===== src/rtl/chip8_debug_dumper_if.sv =====
// Debug-port request bus plus outgoing byte stream for chip8_debug_dumper.
// master = dumper side, slave = memory / stream consumer side.
interface chip8_debug_dumper_if #(
    parameter int WIDTH  = 8,
    parameter int ADDR_W = 12,
    parameter int TYPE_W = 2
);
    logic [ADDR_W-1:0]  debug_addr_out;
    logic               debug_we_out;
    logic               debug_valid_out;
    logic [2*WIDTH-1:0] debug_data_out;
    logic [TYPE_W-1:0]  debug_type_out;
    logic               debug_size_out;
    logic               debug_ready_in;
    logic               debug_valid_in;
    logic [2*WIDTH-1:0] mem_data_in;
    logic [WIDTH-1:0]   byte_out;
    logic               byte_valid_out;
    logic               byte_ready_in;

    modport master (
        output debug_addr_out, debug_we_out, debug_valid_out, debug_data_out,
               debug_type_out, debug_size_out, byte_out, byte_valid_out,
        input  debug_ready_in, debug_valid_in, mem_data_in, byte_ready_in
    );

    modport slave (
        input  debug_addr_out, debug_we_out, debug_valid_out, debug_data_out,
               debug_type_out, debug_size_out, byte_out, byte_valid_out,
        output debug_ready_in, debug_valid_in, mem_data_in, byte_ready_in
    );
endinterface


===== src/rtl/chip8_debug_dumper.sv =====
// Reads a block of bytes from one chip8_memory debug region, one request at a time,
// and streams them out on a valid/ready byte interface.
//
// state | meaning
// IDLE  | waiting for start_in
// REQ   | debug request presented, waiting for debug_ready_in
// WAIT  | request accepted, waiting for read data
// SEND  | byte held on the stream until accepted
// DRAIN | aborted with a response still owed; swallow it
module chip8_debug_dumper #(
    parameter int WIDTH   = 8,
    parameter int ADDR_W  = 12,
    parameter int TYPE_W  = 2,
    parameter int MAX_LEN = 4096
) (
    input  logic              clk_in,
    input  logic              rst_n_in,
    input  logic              start_in,
    input  logic [TYPE_W-1:0] start_type_in,
    input  logic [ADDR_W-1:0] start_addr_in,
    input  logic [12:0]       start_len_in,
    input  logic              abort_in,
    output logic              busy_out,
    output logic              done_out,
    chip8_debug_dumper_if.master bus
);
    localparam logic [12:0] MAX_LEN_V = 13'(MAX_LEN);

    typedef enum logic [2:0] {S_IDLE, S_REQ, S_WAIT, S_SEND, S_DRAIN} state_t;

    state_t            state, state_d;
    logic              done_d;
    logic [TYPE_W-1:0] type_q;
    logic [ADDR_W-1:0] addr_q;
    logic [12:0]       remaining;
    logic [WIDTH-1:0]  byte_q;
    logic              done_q;
    logic [12:0]       len_sat;
    logic              accept;
    logic              xfer;
    logic              unused_mem_hi;

    assign len_sat = (start_len_in > MAX_LEN_V) ? MAX_LEN_V : start_len_in;
    assign accept  = (state == S_REQ) && bus.debug_ready_in;
    assign xfer    = (state == S_SEND) && bus.byte_ready_in;

    always_comb begin
        state_d = state;
        done_d  = 1'b0;
        unique case (state)
            S_IDLE: begin
                if (start_in) begin
                    if (len_sat == 13'd0) done_d  = 1'b1;
                    else                  state_d = S_REQ;
                end
            end
            S_REQ: begin
                // Abort on the accepting edge still leaves a response in flight.
                if (abort_in) begin
                    state_d = accept ? S_DRAIN : S_IDLE;
                    done_d  = !accept;
                end else if (accept) begin
                    state_d = S_WAIT;
                end
            end
            S_WAIT: begin
                if (abort_in) begin
                    if (bus.debug_valid_in) begin
                        state_d = S_IDLE;
                        done_d  = 1'b1;
                    end else begin
                        state_d = S_DRAIN;
                    end
                end else if (bus.debug_valid_in) begin
                    state_d = S_SEND;
                end
            end
            S_SEND: begin
                if (abort_in) begin
                    state_d = S_IDLE;
                    done_d  = 1'b1;
                end else if (xfer) begin
                    if (remaining == 13'd1) begin
                        state_d = S_IDLE;
                        done_d  = 1'b1;
                    end else begin
                        state_d = S_REQ;
                    end
                end
            end
            S_DRAIN: begin
                if (bus.debug_valid_in) begin
                    state_d = S_IDLE;
                    done_d  = 1'b1;
                end
            end
            default: state_d = S_IDLE;
        endcase
    end

    always_ff @(posedge clk_in) begin
        if (!rst_n_in) begin
            state     <= S_IDLE;
            done_q    <= 1'b0;
            type_q    <= '0;
            addr_q    <= '0;
            remaining <= '0;
            byte_q    <= '0;
        end else begin
            state  <= state_d;
            done_q <= done_d;
            if (state == S_IDLE && start_in) begin
                type_q    <= start_type_in;
                addr_q    <= start_addr_in;
                remaining <= len_sat;
            end
            if (state == S_WAIT && bus.debug_valid_in && !abort_in)
                byte_q <= bus.mem_data_in[WIDTH-1:0];
            if (xfer && !abort_in) begin
                remaining <= remaining - 13'd1;
                addr_q    <= addr_q + 1'b1;
            end
        end
    end

    assign busy_out            = (state != S_IDLE);
    assign done_out            = done_q;
    assign bus.debug_valid_out = (state == S_REQ);
    assign bus.debug_addr_out  = addr_q;
    assign bus.debug_type_out  = type_q;
    assign bus.debug_we_out    = 1'b0;
    assign bus.debug_data_out  = '0;
    assign bus.debug_size_out  = 1'b0;
    assign bus.byte_out        = byte_q;
    assign bus.byte_valid_out  = (state == S_SEND);
    assign unused_mem_hi       = ^bus.mem_data_in[2*WIDTH-1:WIDTH];
endmodule


===== src/flat_wrapper.sv =====
// flat-port wrapper written by rule: the top's interface ports become plain ports
module chip8_debug_dumper_flat 
#(
    parameter int WIDTH   = 8,
    parameter int ADDR_W  = 12,
    parameter int TYPE_W  = 2,
    parameter int MAX_LEN = 4096
)
  (clk_in, rst_n_in, start_in, start_type_in, start_addr_in, start_len_in, abort_in, busy_out, done_out, bus_debug_addr_out, bus_debug_we_out, bus_debug_valid_out, bus_debug_data_out, bus_debug_type_out, bus_debug_size_out, bus_byte_out, bus_byte_valid_out, bus_debug_ready_in, bus_debug_valid_in, bus_mem_data_in, bus_byte_ready_in);
  chip8_debug_dumper_if #(.WIDTH(WIDTH), .ADDR_W(ADDR_W), .TYPE_W(TYPE_W)) bus_i ();
  input  logic clk_in;
  input  logic rst_n_in;
  input  logic start_in;
  input  logic [TYPE_W-1:0] start_type_in;
  input  logic [ADDR_W-1:0] start_addr_in;
  input  logic [12:0] start_len_in;
  input  logic abort_in;
  output logic busy_out;
  output logic done_out;
  output wire logic [$bits(bus_i.debug_addr_out)-1:0] bus_debug_addr_out;
  output wire logic [$bits(bus_i.debug_we_out)-1:0] bus_debug_we_out;
  output wire logic [$bits(bus_i.debug_valid_out)-1:0] bus_debug_valid_out;
  output wire logic [$bits(bus_i.debug_data_out)-1:0] bus_debug_data_out;
  output wire logic [$bits(bus_i.debug_type_out)-1:0] bus_debug_type_out;
  output wire logic [$bits(bus_i.debug_size_out)-1:0] bus_debug_size_out;
  output wire logic [$bits(bus_i.byte_out)-1:0] bus_byte_out;
  output wire logic [$bits(bus_i.byte_valid_out)-1:0] bus_byte_valid_out;
  input wire logic [$bits(bus_i.debug_ready_in)-1:0] bus_debug_ready_in;
  input wire logic [$bits(bus_i.debug_valid_in)-1:0] bus_debug_valid_in;
  input wire logic [$bits(bus_i.mem_data_in)-1:0] bus_mem_data_in;
  input wire logic [$bits(bus_i.byte_ready_in)-1:0] bus_byte_ready_in;
  assign bus_debug_addr_out = bus_i.debug_addr_out;
  assign bus_debug_we_out = bus_i.debug_we_out;
  assign bus_debug_valid_out = bus_i.debug_valid_out;
  assign bus_debug_data_out = bus_i.debug_data_out;
  assign bus_debug_type_out = bus_i.debug_type_out;
  assign bus_debug_size_out = bus_i.debug_size_out;
  assign bus_byte_out = bus_i.byte_out;
  assign bus_byte_valid_out = bus_i.byte_valid_out;
  assign bus_i.debug_ready_in = bus_debug_ready_in;
  assign bus_i.debug_valid_in = bus_debug_valid_in;
  assign bus_i.mem_data_in = bus_mem_data_in;
  assign bus_i.byte_ready_in = bus_byte_ready_in;
  chip8_debug_dumper #(.WIDTH(WIDTH), .ADDR_W(ADDR_W), .TYPE_W(TYPE_W), .MAX_LEN(MAX_LEN)) u_core (.clk_in(clk_in), .rst_n_in(rst_n_in), .start_in(start_in), .start_type_in(start_type_in), .start_addr_in(start_addr_in), .start_len_in(start_len_in), .abort_in(abort_in), .busy_out(busy_out), .done_out(done_out), .bus(bus_i));
endmodule

===== config.mk =====
export PLATFORM = sky130hd
export DESIGN_NAME = chip8_debug_dumper_flat
export DESIGN_NICKNAME = d
export VERILOG_FILES = /design/src/rtl/chip8_debug_dumper_if.sv /design/src/rtl/chip8_debug_dumper.sv /design/src/flat_wrapper.sv
export SDC_FILE = /design/constraint.sdc
export NUM_CORES = 1
export LEC_CHECK = 0
export ABC_AREA = 1
export CORE_MARGIN = 2
export CORE_UTILIZATION = 44
export CTS_CLUSTER_DIAMETER = 120
export DETAILED_ROUTE_END_ITERATION = 12
export HOLD_SLACK_MARGIN = 0.15
export PLACE_DENSITY = 0.83
export SYNTH_ARGS = -nofsm -noshare
export SYNTH_HDL_FRONTEND = slang
export SYNTH_SLANG_ARGS = --single-unit

===== constraint.sdc =====
create_clock -name clk_in -period 2 [get_ports clk_in]
set_clock_uncertainty 0.05 [all_clocks]
set_input_delay 0.2 -clock clk_in [delete_from_list [all_inputs] [get_ports clk_in]]
set_output_delay 0.2 -clock clk_in [all_outputs]
set_load 0.01 [all_outputs]

Word level (Yosys, flattened, before mapping)
Index checks and enable logic that the tools add are counted.
Word-level totals
  output and inout port bits: 44
  register bits: 39
Cells by class
  magnitude comparators: 1
  reduce and logical (&&, ||, !) cells: 13
  $add $sub $neg: 2
  multiplexer cells: 27
  eq/ne operators: 11
Operators by type and width (number)
  2-to-1 mux 13 bit: 3
  2-to-1 mux 3 bit: 11
  2-to-1 mux 12 bit: 2
  one-hot mux 3 bit (5 select lines): 1
  equality test 13 x 1 -> 1 bit, second input constant: 1
  > comparator 13 bit, second input constant: 1
  logical NOT 13 bit: 1
  subtractor 13 x 1 -> 13 bit, second input constant: 1
  adder 12 x 1 -> 12 bit, second input constant: 1
  2-to-1 mux 1 bit: 9
  equality test 3 x 2 -> 1 bit, second input constant: 2
  logical AND 1 bit: 6
  inequality test 2 bit, second input constant: 3
  inequality test 3 x 2 -> 1 bit, second input constant: 2
  AND reduction 6 bit: 1
  one-hot mux 1 bit (5 select lines): 1
  equality test 3 x 1 -> 1 bit, second input constant: 1
  equality test 3 bit, second input constant: 1
  logical NOT 3 bit: 1
  inequality test 3 bit, second input constant: 1
  nonzero test 3 bit: 1
  logical NOT 1 bit: 2
  nonzero test 2 bit: 1

Logic depth before layout (Yosys ltp)
Gate-level depths: netlist of run 1.
  depth after elaboration: 6
  mapped depth: 9

Worst setup path before layout of run 1
OpenSTA, ideal clock, no wires.
  path kind: reg2reg
  from: reg u_core.addr_q[1], in the netlist u_core.bus.debug_addr_out[1]
  to: reg u_core.addr_q[6], in the netlist u_core.bus.debug_addr_out[6]
  setup time: 0.070 ns
  stages on the path, launching flop included: 8
  slack: 0.619 ns
  data arrival time: 1.260 ns
  data required time: 1.880 ns
  buffers on the path: 0
  period minus slack after synthesis: 1.381 ns
  cell sequence: dfxtp_1 -> ha_1 -> nand3_1 -> nor2_1 -> nand2_1 -> o21ai_0 -> o21ai_1 -> a21oi_1
Between the ends
  longest elaborated chain between the ends: 2
RTL lines
  from (decl): line chip8_debug_dumper.sv:34  | logic [ADDR_W-1:0] addr_q;
  from (signal assigned): line chip8_debug_dumper.sv:114  | addr_q <= start_addr_in;
  from (signal assigned): line chip8_debug_dumper.sv:121  | addr_q <= addr_q + 1'b1;
  adder 12 x 1 -> 12 bit: line chip8_debug_dumper.sv:121
  2-to-1 mux 12 bit: line chip8_debug_dumper.sv:119  | if (xfer && !abort_in) begin
Every way passes these cells.
A chain may end at the register's enable or synchronous reset.

Final worst setup path of run 1
  from: reg u_core.state[1]
  to: out bus_debug_valid_out
Between the ends
  longest elaborated chain between the ends: 1
RTL lines
  from (decl): line chip8_debug_dumper.sv:31  | state_t state, state_d;
  from (signal assigned): line chip8_debug_dumper.sv:110  | state <= state_d;
  equality test 3 x 1 -> 1 bit: line chip8_debug_dumper.sv:128  | assign bus.debug_valid_out = (state == S_REQ);
  to (decl): line flat_wrapper.sv:22  | output wire logic [$bits(bus_i.debug_valid_out)-1:0] bus_debug_valid_out;
Every way passes these cells.

==> results of run 1 <==
## worst paths after layout
path	cells after the start	to	start
max	4	bus_debug_valid_out	u_core.state[1]
min	2	u_core.bus.byte_out[6]	u_core.bus.byte_out[6]
min reg2reg	2	u_core.bus.byte_out[6]	u_core.bus.byte_out[6]
max reg2reg	7	u_core.remaining[2]	u_core.state[0]
## logic make-up after synthesis
group | share of synthesized area, %
xor gates and xnor gates | 2.14
other | 0.153
and+or+nand+nor | 39.4
DFF | 31.8
adders and majority gates | 1.53
AOI/OAI and AO/OA | 12.1
buffers and inverters | 12.9
## layout by cell type (no fill, tap or decap), types with 3 or more instances in the layout
master	n
xor2_1	3
o21ai_1	7
buf_4	11
conb_1	18
nor2_1	55
xnor2_1	3
inv_1	29
nand3_1	43
clkdlybuf4s50_1	67
o21ai_0	12
a21oi_1	24
a31oi_1	10
nand2_1	101
ha_1	3
nor2_2	3
nand4_1	8
dfxtp_1	39
clkbuf_8	5
## registers in the layout, indices dropped and copies added (netlist names)
register	count
u_core.bus.byte_out	8
u_core.bus.debug_addr_out	12
u_core.bus.debug_type_out	2
u_core.done_out	1
u_core.remaining	13
u_core.state	3
## synthesized netlist by cell type, drive strengths merged
library cell	number
o21a	1
conb	1
inv	31
nand4	8
xor2	3
or2	1
ha	3
o21ai	19
nand2	103
buf	25
clkbuf	4
and3	2
a31oi	10
nor3	3
a21oi	24
a211oi	1
nand3	44
and2	2
nand3b	1
xnor2	3
nor2	59
dfxtp	39
clkinv	1
## area by class of cell
class | instances | area, sq um | share of cell area (%)
flip-flops and latches | 39 | 781 | 24.0
inverters | 32 | 120 | 3.70
well taps | 72 | 90.1 | 2.77
clock inverters | 1 | 5.00 | 0.154
repair buffers | 78 | 753 | 23.2
clock buffers | 7 | 76.3 | 2.35
multi-input cells | 305 | 1420 | 43.8
## through the flow
step / worst slack, ns / instances / area (sq um) / power (mW) / hold slack, ns
4_1_cts: 0.177 / 534 / 3250 / 3.17 / 0.416
3_5_place_dp: 0.149 / 526 / 3170 / 2.64 / 0.405
3_3_place_gp: 0.156 / 526 / 3170 / 2.60 / 0.398
6_report: 0.171 / 534 / 3250 / 3.16 / 0.413
5_1_grt: 0.108 / 534 / 3250 / 3.43 / 0.435
2_1_floorplan: 0.619 / 405 / 2520 / 2.10 / 0.285
## report_power, final
part           total [mW]  internal (mW)  switching [mW]
sequential           1.11          0.935           0.179
clock               0.529          0.245           0.284
combinational        1.52          0.642           0.876
total                3.16           1.82            1.34
## per-layer routing
layer  vias up  part of all wire, %
li1       1372                    -
met1      1212                   43
met2        98                   50
met3        10                  6.0
met4         0                  1.5
met5         -                    0
## worst min-delay path, stage by stage (launching register included)
cell	delay [ns]
dfxtp_1	0.31
nand2_1	0.06
a21oi_1	0.05
==> metrics.md, run 1 <==
| Metric | Value |
|---|---|
| # IOs | `94` |
| Slowest stage delay, CP | `0.48 ns` |
| Flop-to-flop setup slack | `approximately 0.31 ns` |
| Synthesized flop and latch total | `39` |
| First-pass GRT wire length | `10.4 mm` |
| Max cap viols | `0` |
| Overflow after GRT | `0` |
| CTS buffer count | `5` |
| Nets@finish | `514` |
| Critical path required time | `1.75 ns` |
| GRT Total Usage | `about a fifth` |
| Antenna Diode Count | `0` |
| Fin util | `59.7%` |
| Post-synthesis cell type count | `32` |
| Fin. max-slew vios | `0` |
| Post-synthesis cell count | `388` |
| Drt initial violations | `165` |
| Starting Density | `45.2%` |
| Vias | `between 2000 and 3000` |
| Post-route minimum period | `1.83 ns` |
| Cell Area, Synth | `between 2000 and 2500 sq um` |
| Largest net degree at the start of global routing | `25` |
| Post_cts resized | `0` |
| Antenna violations before repair | `0` |
| GR Layer Usage met1 | `between 20% and 30%` |
| Deepest clock path buffer count | `2` |
| Final hold violation count | `0` |
| Achievable Freq | `roughly 550 MHz` |
| GR Util met2 | `36.5%` |
| Largest cells by area after synthesis | `dfxtp_1 32%, nand2_1 15%, nand3_1 8.8%` |
| Drt drc | `0` |
| Leak | `1.34 nW` |
| Peak supply drop | `0.604 mV` |
| PD cells | `973 nW/um^2` |
| Core Area | `around 5400 sq um` |
| Worst-path clk slew | `approximately 0.08 ns` |
| Hold_buf cts | `0` |
| Ys Warns | `0` |
| ANT nets after route | `0` |
| Layer with the highest usage | `met2` |
| Layout cells sized above 1 | `6.28%` |
| Setup crit end kind | `primary output` |
| Cell Chain, Critical Path | `inv_1 > nand3_1 > inv_1 > clkdlybuf4s50_1` |
| Fillers | `~530` |
| Placed wire-length estimate | `4.74 mm` |
| Vias in the first global route | `2384` |
| Root Buffer | `clkbuf_8` |
| CTS tree | `yes` |
| RSZ-0062 raised after global routing | `false` |
| Status | `finished, final reports clean` |
| Synth area leader | `dfxtp_1` |
| # port buffers | `67` |
| H-tree depth | `2` |
| Family with the most delay on the worst path | `buffers and inverters` |
| Clk Latency, worst-skew pair | `0.30 ns` |
| Yosys top cell area share | `31.8%` |
| Hold Crit Class | `flip-flop to flip-flop` |
| Slowest-stage cell, CP | `dfxtp_1` |
| Tcrit/Tclk final | `91.5%` |
| Area delta synth->final | `32.2%` |
| Crit Path Class | `flip-flop to primary output` |
| Sum Neg Setup Slack | `0 ns` |
| Crit-path max FO | `7` |
| Cell mode on critical path | `inv_1` |
| Via density | `between 5 and 6` |
| Buf/Inv on CP | `3` |
| Chip height | `78.7 um` |
| Die area | `6200 sq um` |
| Syn Area/Cell | `6.33 sq um` |
| Data arrival time of the critical path | `1.58 ns` |
| Clock sinks | `39` |
| Post-Route WL | `about 6.4 mm` |
| Startpoint types | `flip-flop` |
| Die Wd | `78.7 um` |
| Post-CTS Setup Bufs | `0` |
| Grt met3 use | `3.75%` |
| Setup Viol. Count Final | `0` |
| TritonRoute pass-1 iters | `5` |
| Sequential area share after synthesis | `between 30% and 40%` |
| Site Rows | `27` |
| WL/cell | `11.9 um` |
| Final GP Congestion | `0.897` |
Power figures use the tool's default switching activity.
==> run 2: changes to the inputs <==
--- a/config.mk
+++ b/config.mk
@@ -7,11 +7,11 @@
 export LEC_CHECK = 0
 export ABC_AREA = 1
 export CORE_MARGIN = 2
-export CORE_UTILIZATION = 44
+export CORE_UTILIZATION = 40
 export CTS_CLUSTER_DIAMETER = 120
 export DETAILED_ROUTE_END_ITERATION = 12
 export HOLD_SLACK_MARGIN = 0.15
-export PLACE_DENSITY = 0.83
+export PLACE_DENSITY = 0.77
 export SYNTH_ARGS = -nofsm -noshare
 export SYNTH_HDL_FRONTEND = slang
 export SYNTH_SLANG_ARGS = --single-unit
==> run 2 against run 1 <==
Effect of this change:
- total power decreased by 0.80%
- critical path depth decreased by 1
- sequential cell count unchanged
- final area increased by 0.42%
- routed wire length increased by 3.2%
- worst hold slack improved by 0.0018 ns
- sequential power about the same
- die area increased by 9.5%
- combinational power about the same
- sequential share of layout area decreased by 0.10 points
- cell count increased by 0.19%
- register-to-register slack about the same
- highest routed layer unchanged
==> metrics.md, run 2 (synthesized netlist as in run 1, its figures left out) <==
| Metric | Value |
|---|---|
| Drt initial violations | `104` |
| Final WS setup | `0.148 ns` |
| Critical path required time | `1.75 ns` |
| First-pass GRT wire length | `10.6 mm` |
| Family with the most delay on the worst path | `buffers and inverters` |
| Antenna Diode Count | `0` |
| Largest net degree at the start of global routing | `24` |
| Post-route minimum period | `1.85 ns` |
| Placed wire-length estimate | `4.88 mm` |
| TritonRoute pass-1 iters | `4` |
| WL/cell | `12.3 um` |
| Post-CTS Setup Bufs | `0` |
| RSZ-0062 raised after global routing | `false` |
| Area delta synth->final | `32.8%` |
| Max-slew headroom | `57.8%` |
| Hold Crit Class | `flip-flop to flip-flop` |
| Peak supply drop | `0.629 mV` |
| CTS buffer count | `5` |
| Fillers | `582` |
| Overflow after GRT | `0` |
| Buf/Inv on CP | `1` |
| Reg with most FFs | `u_core.remaining` |
| Setup Viol. Count Final | `0` |
| Crit Path Class | `flip-flop to primary output` |
| Slowest stage delay, CP | `0.57 ns` |
| Crit-path max FO | `7` |
| ANT nets after route | `0` |
| Leak | `1.33 nW` |
| Antenna violations before repair | `0` |
| Site Rows | `28` |
| Nets@finish | `a little over 500` |
| Clock sinks | `39` |
| Startpoint types | `flip-flop` |
| Post-Route WL | `6.58 mm` |
| Cell Chain, Critical Path | `nand2_1 > nor2_1 > clkdlybuf4s50_1` |
| # IOs | `94` |
| Sum Neg Setup Slack | `0 ns` |
| Die Wd | `82.4 um` |
| Core Area | `5920 sq um` |
| Hold_buf cts | `0` |
| Die area | `6790 sq um` |
| Pre-CTS setup slack | `0.146 ns` |
| Post_cts resized | `0` |
| Fin. max-slew vios | `0` |
| Vias in the first global route | `2402` |
| Chip height | `82.4 um` |
| GRT Total Usage | `19.9%` |
| # port buffers | `67` |
| H-tree depth | `2` |
| Worst-path clk slew | `0.08 ns` |
| Layout cells sized above 1 | `~6%` |
| Largest register FFs | `13` |
| PD cells | `961 nW/um^2` |
| Final GP Congestion | `0.842` |
| Deepest clock path buffer count | `2` |
| Slowest-stage cell, CP | `clkdlybuf4s50_1` |
| Most frequent cells in the layout | `101 x nand2_1, 67 x clkdlybuf4s50_1, 55 x nor2_1` |
| Clk Latency, worst-skew pair | `0.29 ns` |
| Starting Density | `41.5%` |
| Root Buffer | `clkbuf_8` |
| Achievable Freq | `540 MHz` |
| Commonest non-fill, non-tap cell in the layout | `nand2_1` |
| CTS tree | `yes` |
| Final hold violation count | `0` |
| Tcrit/Tclk final | `92.6%` |
| Via density | `approximately 5` |
| Setup crit end kind | `primary output` |
| Max cap viols | `0` |
| Status | `finished, final reports clean` |
| Data arrival time of the critical path | `around 1.6 ns` |
| Vias | `between 2000 and 3000` |
| Worst-Margin Slew | `0.632 ns` |
| Drt drc | `0` |
[run 2: path summary, 6_finish.rpt]
path	from	endpoint	slack [ns]	depth (start not counted)
max reg2reg	u_core.state[1]	u_core.bus.debug_addr_out[11]	0.30	7
max	u_core.state[1]	bus_byte_valid_out	0.15	3
min reg2reg	u_core.bus.byte_out[4]	u_core.bus.byte_out[4]	0.41	2
min	u_core.bus.byte_out[4]	u_core.bus.byte_out[4]	0.41	2
[run 2: report_power, final]
| group | total [mW] | internal [mW] | leakage [nW] | switching [mW] |
|---|---|---|---|---|
| clock network | 0.525 | 0.245 | 0.0422 | 0.279 |
| registers | 1.11 | 0.935 | 0.319 | 0.178 |
| logic | 1.50 | 0.626 | 0.973 | 0.872 |
| total | 3.14 | 1.81 | 1.33 | 1.33 |
[run 2: layer usage]
| metal | track usage [%] | share of wire, % |
|---|---|---|
| met3 | 3.59 | 7.4 |
| met2 | 34.1 | 48 |
| met4 | 6.83 | 1.9 |
| met5 | 0 | 0 |
| met1 | 24.9 | 43 |
[run 2: final cells by class]
cell class	instances	area [sq um]	area share (%)
clock buffer	7	76.3	2.34
clock inverter	1	5.00	0.153
inverter	32	120	3.68
multi-input combinational	305	1420	43.6
sequential	39	781	23.9
tap	75	93.8	2.88
timing repair buffer	76	763	23.4
[run 2: stage by stage]
stage | hold WS [ns] | power, mW | instance area, sq um | std cells | util, %
3_5_place_dp | 0.406 | 2.61 | 3180 | 527 | 53.7
2_1_floorplan | 0.285 | 2.10 | 2520 | 405 | -
5_1_grt | 0.438 | 3.40 | 3260 | 535 | 55.1
4_1_cts | 0.418 | 3.15 | 3260 | 535 | 55.1
6_report | 0.415 | 3.14 | 3260 | 535 | 55.1
3_3_place_gp | 0.398 | 2.58 | 3180 | 527 | 53.7
[run 2: worst register-to-register path: stages (launching register included)]
cell and delay, ns:
dfxtp_1 0.48, nor2_2 0.09, nand2_2 0.13, nor2_4 0.05, nor2_2 0.51, nor2_1 0.11, o21ai_1 0.10, a21oi_1 0.07
==> run 3: changes to the inputs <==
--- a/config.mk
+++ b/config.mk
@@ -12,6 +12,7 @@
 export DETAILED_ROUTE_END_ITERATION = 12
 export HOLD_SLACK_MARGIN = 0.15
 export PLACE_DENSITY = 0.77
+export SLEW_MARGIN = 20
 export SYNTH_ARGS = -nofsm -noshare
 export SYNTH_HDL_FRONTEND = slang
 export SYNTH_SLANG_ARGS = --single-unit
==> results of run 3 <==
No change in the layout: final DEF, timing and power equal those of run 2.
